[config.mk]
export PLATFORM = sky130hd
export DESIGN_NAME = fpu_result_buffer_flat
export DESIGN_NICKNAME = d
export VERILOG_FILES = /design/src/rtl/fpu_pkg.sv /design/src/rtl/fpu_result_buffer_if.sv /design/src/rtl/fpu_result_buffer.sv /design/src/flat_wrapper.sv
export SDC_FILE = /design/constraint.sdc
export NUM_CORES = 1
export LEC_CHECK = 0
export BUFFER_PORTS_ARGS = -buffer_cell sky130_fd_sc_hd__clkbuf_2
export CORE_MARGIN = 1
export CORE_UTILIZATION = 40
export DETAILED_ROUTE_END_ITERATION = 8
export HOLD_SLACK_MARGIN = 0.02
export SLEW_MARGIN = 20
export SYNTH_ARGS = -nofsm -noshare
export SYNTH_HDL_FRONTEND = slang
export SYNTH_SLANG_ARGS = --single-unit
[constraint.sdc]
create_clock -name clk -period 2.57 [get_ports clk]
set_input_delay 0.3855 -clock clk [delete_from_list [all_inputs] [get_ports clk]]
set_output_delay 0.3855 -clock clk [all_outputs]
set_load 0.05 [all_outputs]
[src/rtl/fpu_pkg.sv]
// Shared FP field geometry and NaN classification for the result buffer.
// Widths are derived from the operand width X (32 or 64).
package fpu_pkg;

    localparam int unsigned MAX_X = 64;

    function automatic int unsigned expo_bits(input int unsigned x);
        return (x == 64) ? 32'd11 : 32'd8;
    endfunction

    function automatic int unsigned mant_bits(input int unsigned x);
        return (x == 64) ? 32'd52 : 32'd23;
    endfunction

    function automatic int unsigned bias(input int unsigned x);
        return (x == 64) ? 32'd1023 : 32'd127;
    endfunction

    // Word is zero-extended to MAX_X; exponent all ones with nonzero mantissa.
    function automatic logic is_nan(input logic [MAX_X-1:0] word, input int unsigned x);
        logic [MAX_X-1:0] mant_mask;
        logic [MAX_X-1:0] expo_mask;
        logic [MAX_X-1:0] expo_field;
        mant_mask  = (MAX_X'(1) << mant_bits(x)) - MAX_X'(1);
        expo_mask  = (MAX_X'(1) << expo_bits(x)) - MAX_X'(1);
        expo_field = (word >> mant_bits(x)) & expo_mask;
        return (expo_field == expo_mask) && ((word & mant_mask) != '0);
    endfunction

endpackage

[src/rtl/fpu_result_buffer_if.sv]
// Producer/consumer handshake bundle for the multiplier result buffer.
interface fpu_result_buffer_if #(
    parameter int unsigned X = 32
);
    logic         in_valid;
    logic [X-1:0] in_data;
    logic         in_ovf;
    logic         in_unf;
    logic         in_ready;
    logic         out_valid;
    logic [X-1:0] out_data;
    logic         out_ovf;
    logic         out_unf;
    logic         out_ready;

    modport master (
        output in_valid, in_data, in_ovf, in_unf, out_ready,
        input  in_ready, out_valid, out_data, out_ovf, out_unf
    );

    modport slave (
        input  in_valid, in_data, in_ovf, in_unf, out_ready,
        output in_ready, out_valid, out_data, out_ovf, out_unf
    );
endinterface

[src/rtl/fpu_result_buffer.sv]
// In-order FIFO for multiplier results with sticky overflow/underflow/NaN flags.
// Ready/valid are decoded from the registered count only; no fall-through or bypass.
module fpu_result_buffer
    import fpu_pkg::*;
#(
    parameter int unsigned X     = 32,
    parameter int unsigned DEPTH = 4
) (
    input  logic                    clk,
    input  logic                    rst,
    fpu_result_buffer_if.slave      bus,
    input  logic                    flag_clr,
    output logic [$clog2(DEPTH):0]  count,
    output logic                    sticky_ovf,
    output logic                    sticky_unf,
    output logic                    sticky_nan
);

    localparam int unsigned PW = $clog2(DEPTH);
    localparam int unsigned CW = PW + 1;

    logic [X-1:0]  mem_data [DEPTH];
    logic          mem_ovf  [DEPTH];
    logic          mem_unf  [DEPTH];
    logic [PW-1:0] wr_ptr;
    logic [PW-1:0] rd_ptr;
    logic          ready;
    logic          valid;
    logic          push;
    logic          pop;
    logic          in_nan;

    assign ready  = (count != CW'(DEPTH));
    assign valid  = (count != '0);
    assign push   = bus.in_valid & ready;
    assign pop    = valid & bus.out_ready;
    assign in_nan = is_nan(MAX_X'(bus.in_data), X);

    assign bus.in_ready  = ready;
    assign bus.out_valid = valid;
    assign bus.out_data  = valid ? mem_data[rd_ptr] : '0;
    assign bus.out_ovf   = valid ? mem_ovf[rd_ptr]  : 1'b0;
    assign bus.out_unf   = valid ? mem_unf[rd_ptr]  : 1'b0;

    // Storage carries no reset; pointers/count define what is live.
    always_ff @(posedge clk) begin
        if (push && !rst) begin
            mem_data[wr_ptr] <= bus.in_data;
            mem_ovf[wr_ptr]  <= bus.in_ovf;
            mem_unf[wr_ptr]  <= bus.in_unf;
        end
    end

    // Pointers wrap naturally since DEPTH is a power of two.
    always_ff @(posedge clk) begin
        if (rst) begin
            wr_ptr <= '0;
            rd_ptr <= '0;
            count  <= '0;
        end else begin
            if (push) wr_ptr <= wr_ptr + PW'(1);
            if (pop)  rd_ptr <= rd_ptr + PW'(1);
            case ({push, pop})
                2'b10:   count <= count + CW'(1);
                2'b01:   count <= count - CW'(1);
                default: count <= count;
            endcase
        end
    end

    // A setting push on the clear edge wins over the clear.
    always_ff @(posedge clk) begin
        if (rst) begin
            sticky_ovf <= 1'b0;
            sticky_unf <= 1'b0;
            sticky_nan <= 1'b0;
        end else begin
            sticky_ovf <= (sticky_ovf & ~flag_clr) | (push & bus.in_ovf);
            sticky_unf <= (sticky_unf & ~flag_clr) | (push & bus.in_unf);
            sticky_nan <= (sticky_nan & ~flag_clr) | (push & in_nan);
        end
    end

endmodule

[src/flat_wrapper.sv]
// flat-port wrapper written by rule: the top's interface ports become plain ports
module fpu_result_buffer_flat import fpu_pkg::*;
#(
    parameter int unsigned X     = 32,
    parameter int unsigned DEPTH = 4
)
  (clk, rst, flag_clr, count, sticky_ovf, sticky_unf, sticky_nan, bus_in_valid, bus_in_data, bus_in_ovf, bus_in_unf, bus_out_ready, bus_in_ready, bus_out_valid, bus_out_data, bus_out_ovf, bus_out_unf);
  fpu_result_buffer_if #(.X(X)) bus_i ();
  input  logic clk;
  input  logic rst;
  input  logic flag_clr;
  output logic [$clog2(DEPTH):0] count;
  output logic sticky_ovf;
  output logic sticky_unf;
  output logic sticky_nan;
  input wire logic [$bits(bus_i.in_valid)-1:0] bus_in_valid;
  input wire logic [$bits(bus_i.in_data)-1:0] bus_in_data;
  input wire logic [$bits(bus_i.in_ovf)-1:0] bus_in_ovf;
  input wire logic [$bits(bus_i.in_unf)-1:0] bus_in_unf;
  input wire logic [$bits(bus_i.out_ready)-1:0] bus_out_ready;
  output wire logic [$bits(bus_i.in_ready)-1:0] bus_in_ready;
  output wire logic [$bits(bus_i.out_valid)-1:0] bus_out_valid;
  output wire logic [$bits(bus_i.out_data)-1:0] bus_out_data;
  output wire logic [$bits(bus_i.out_ovf)-1:0] bus_out_ovf;
  output wire logic [$bits(bus_i.out_unf)-1:0] bus_out_unf;
  assign bus_i.in_valid = bus_in_valid;
  assign bus_i.in_data = bus_in_data;
  assign bus_i.in_ovf = bus_in_ovf;
  assign bus_i.in_unf = bus_in_unf;
  assign bus_i.out_ready = bus_out_ready;
  assign bus_in_ready = bus_i.in_ready;
  assign bus_out_valid = bus_i.out_valid;
  assign bus_out_data = bus_i.out_data;
  assign bus_out_ovf = bus_i.out_ovf;
  assign bus_out_unf = bus_i.out_unf;
  fpu_result_buffer #(.X(X), .DEPTH(DEPTH)) u_core (.clk(clk), .rst(rst), .bus(bus_i), .flag_clr(flag_clr), .count(count), .sticky_ovf(sticky_ovf), .sticky_unf(sticky_unf), .sticky_nan(sticky_nan));
endmodule
==> flow_summary.yaml <==
cells_and_area:
  syn2layout_area_growth_pct: 22.2
  drive_above_1_share_pct: 40.1
  fin_nets: 433
  regArea_um2: 4330
  fill_cells: 1178
  diodes: 0
  multi_input_area_um2: 1370
  fin_area_um2: 7070
power:
  p_per_area_nw_per_um2: 1180
  leakagePower_nw: 2.46
  ir_worst_vdd_uv: 692
clock_network:
  h-tree-depth: 4
  clk_latency_ns: 0.42
  clkTransAtPathRegs_ns: 0.05
  cts.path.max_buffers: 2
  cts_hold_buf: 0
  numCtsBuffers: 17
  cts_num_sinks: 148
  ctsResizeCount: 0
  cts-root-buf: "clkbuf_16"
  cts_tree: "built"
  post_cts_buffers: 0
floorplan:
  die_h_um: 122
  rows: 43
  floorplan.core_area_um2: 14000
  start_util_pct: 41.4
  pin_count: 81
  dieArea_um2: 15000
  floorplan.die.width_um: 122
logic_synthesis:
  yosysTopAreaCell: "edfxtp_1"
  synth_edf_count: 136
  syn_avg_cell_area_um2: 20.0
  yosysWarnings: 0
  synth_fa_ha_area_share_pct: 1.43
  synth_xor_area_share_pct: 0.605
  synth_mux_area_share_pct: 13.2
  ys_async_sr_fraction_pct: 0
  synth_top_family_by_area: "multiplexers"
  ys_ff_latch: 148
  synth-simple-area-share_pct: 6.70
  syn_inst: 290
  syn-num-nets: 335
  ys_seq_area_share_pct: 74.7
  synthTopCellsByArea: "edfxtp_1 (71%), mux4_2 (13%), dfxtp_1 (4.2%), nor2b_1 (3.7%), ha_1 (1.1%)"
  ys_types: 32
  synth_ff_type: "edfxtp_1"
  synth_compound_area_share_pct: 1.45
  netlist.area_leader.share_pct: 70.6
  netlist_area_um2: 5790
drt:
  viasPerCell: 5.08
  drt-wirelength-per-cell_um: 19.2
  post-route-drc-count: 0
  drtAntennaViolNets: 0
  routed_wl_um: 11100
  first_pass_iters: 4
  via_count: 2950
  drtIter0Drc: 180
worst_hold_path:
  min-delay-start: "bus_in_data[31]"
  hp-class: "primary input to flip-flop"
sta:
  hold_violations: 0
  finClkSkew_ns: 0.0105
  period_needed_ns: 2.41
  min_period_over_period_pct: 93.7
  maxSlewHeadroom_pct: 64.2
  tns_ns: 0
  worst_pin_slew_ns: 0.530
  fmax_mhz: 415
  drv_slew: 0
  rsz0062_at_grt: "no"
  setup_viol: 0
global_route:
  grt_max_degree: 36
  grt_overflow: 0
  grt_use_total_pct: 16.4
  grt_pass1_wl_um: 16900
  grt_pass1_vias: 2971
  antenna_found_initial: 0
placed_design:
  placed_area_um2: 6470
  place_hpwl_um: 6800
  io_buffers: 80
  place_congestion: 0.753
status:
  status: "finished clean"
critical_path:
  critPathKind: "flip-flop to output pin"
  cp-end-kind: "output pin"
  r2r-start: "u_core.count[1]"
  crit_fanout: 14
  cp.required_ns: 2.18
  arrival_ns: 2.02
  crit_path_start_kind: "flip-flop"
flow_run:
  maxCapViolCount: 0
[state kept, by name, indices dropped and copies added, names as in the netlist, named ones only]
register           count
u_core.mem_unf         4
u_core.sticky_unf      1
u_core.count           3
u_core.sticky_nan      1
u_core.sticky_ovf      1
u_core.mem_data      128
u_core.wr_ptr          2
u_core.rd_ptr          2
u_core.mem_ovf         4
[power breakdown]
group	internal [mW]	switching (mW)
registers	2.79	0.0841
logic	0.872	2.10
clock network	1.61	0.897
[per-layer routing]
layer  part of all wire, %  vias to the layer above  GRT usage [%]
met2                    47                       97           24.4
met5                     0                        -              0
li1                      -                     1358              -
met3                   6.7                       13           6.64
met1                    45                     1482           21.6
met4                   1.4                        0           6.25
[worst paths after layout]
path | endpoint | slack, ns | cells after the start
worst max-delay path | bus_out_data[26] | 0.16 | 4
worst min-delay path | u_core.mem_data[3][31] | 0.20 | 1
worst max register to register | u_core.count[2] | 0.35 | 9
worst min register to register | u_core.sticky_unf | 0.48 | 1
[cells by family after synthesis]
family,after synthesis
buf+inv,21
mux,34
compound gates,13
simple gates,64
xor+xnor,4
fa+ha+maj,6
flops,148
[worst max-delay path, stage by stage (launching register included)]
cell and delay, ns:
dfxtp_2 0.35, buf_4 0.30, mux4_2 0.55, nor2b_1 0.16, clkbuf_2 0.26
[layout make-up]
| cell class | count | share of cell area, % |
|---|---|---|
| multi-input combinational | 121 | 19.3 |
| sequential | 148 | 61.2 |
| tap | 180 | 3.18 |
| clock buffer | 20 | 6.17 |
| timing repair buffer | 91 | 7.36 |
| inverter | 9 | 0.478 |
| clock inverter | 12 | 2.28 |
[synth_stat cells (2+ instances only)]
library cell and n:
ha_1 5, mux4_2 34, buf_6 2, a21oi_1 4, and2_1 4, inv_1 9
buf_4 3, nor2_1 8, nor2b_1 34, xor2_1 4, dfxtp_1 12, o21ai_0 3
clkbuf_1 4, or4_1 3, buf_2 3, nand3_1 2, nand4_1 2, nor4_1 3
nand2_1 2, a22o_1 2, edfxtp_1 136
[through the flow]
stage          cells  utilization, %  power [mW]  worst slack [ns]  hold slack, ns
4_1_cts          581            50.6        8.48            0.0949           0.176
2_1_floorplan    290               -        5.22            0.0712           0.481
3_3_place_gp     549            46.3        5.93             0.440           0.461
5_1_grt          581            50.6        8.72            0.0330           0.181
6_report         581            50.6        8.35             0.161           0.197
3_5_place_dp     549            46.3        5.96             0.346           0.468
[placed cells by master, fill, tap and decap left out, types with 2 or more instances in the layout]
cell type  Yosys  final
clkinv_2       0      5
nor4_1         3      3
nand3_1        2      2
or4_1          3      3
nand2_1        2      2
ha_1           5      5
xor2_1         4      4
dfxtp_2        0      3
bufinv_16      0      4
clkbuf_16      0     17
nand4_1        2      2
buf_12         0      3
a22o_1         2      2
inv_1          9      9
nor2b_1       34     34
mux4_2        34     34
clkbuf_1       4      3
nor2_1         8      8
o21ai_0        3      3
buf_4          3      8
and2_2         0      4
dfxtp_1       12      9
a21oi_1        4      4
clkinv_1       0      2
clkbuf_2       0     80
edfxtp_1     136    136
Power figures use the tool's default switching activity.
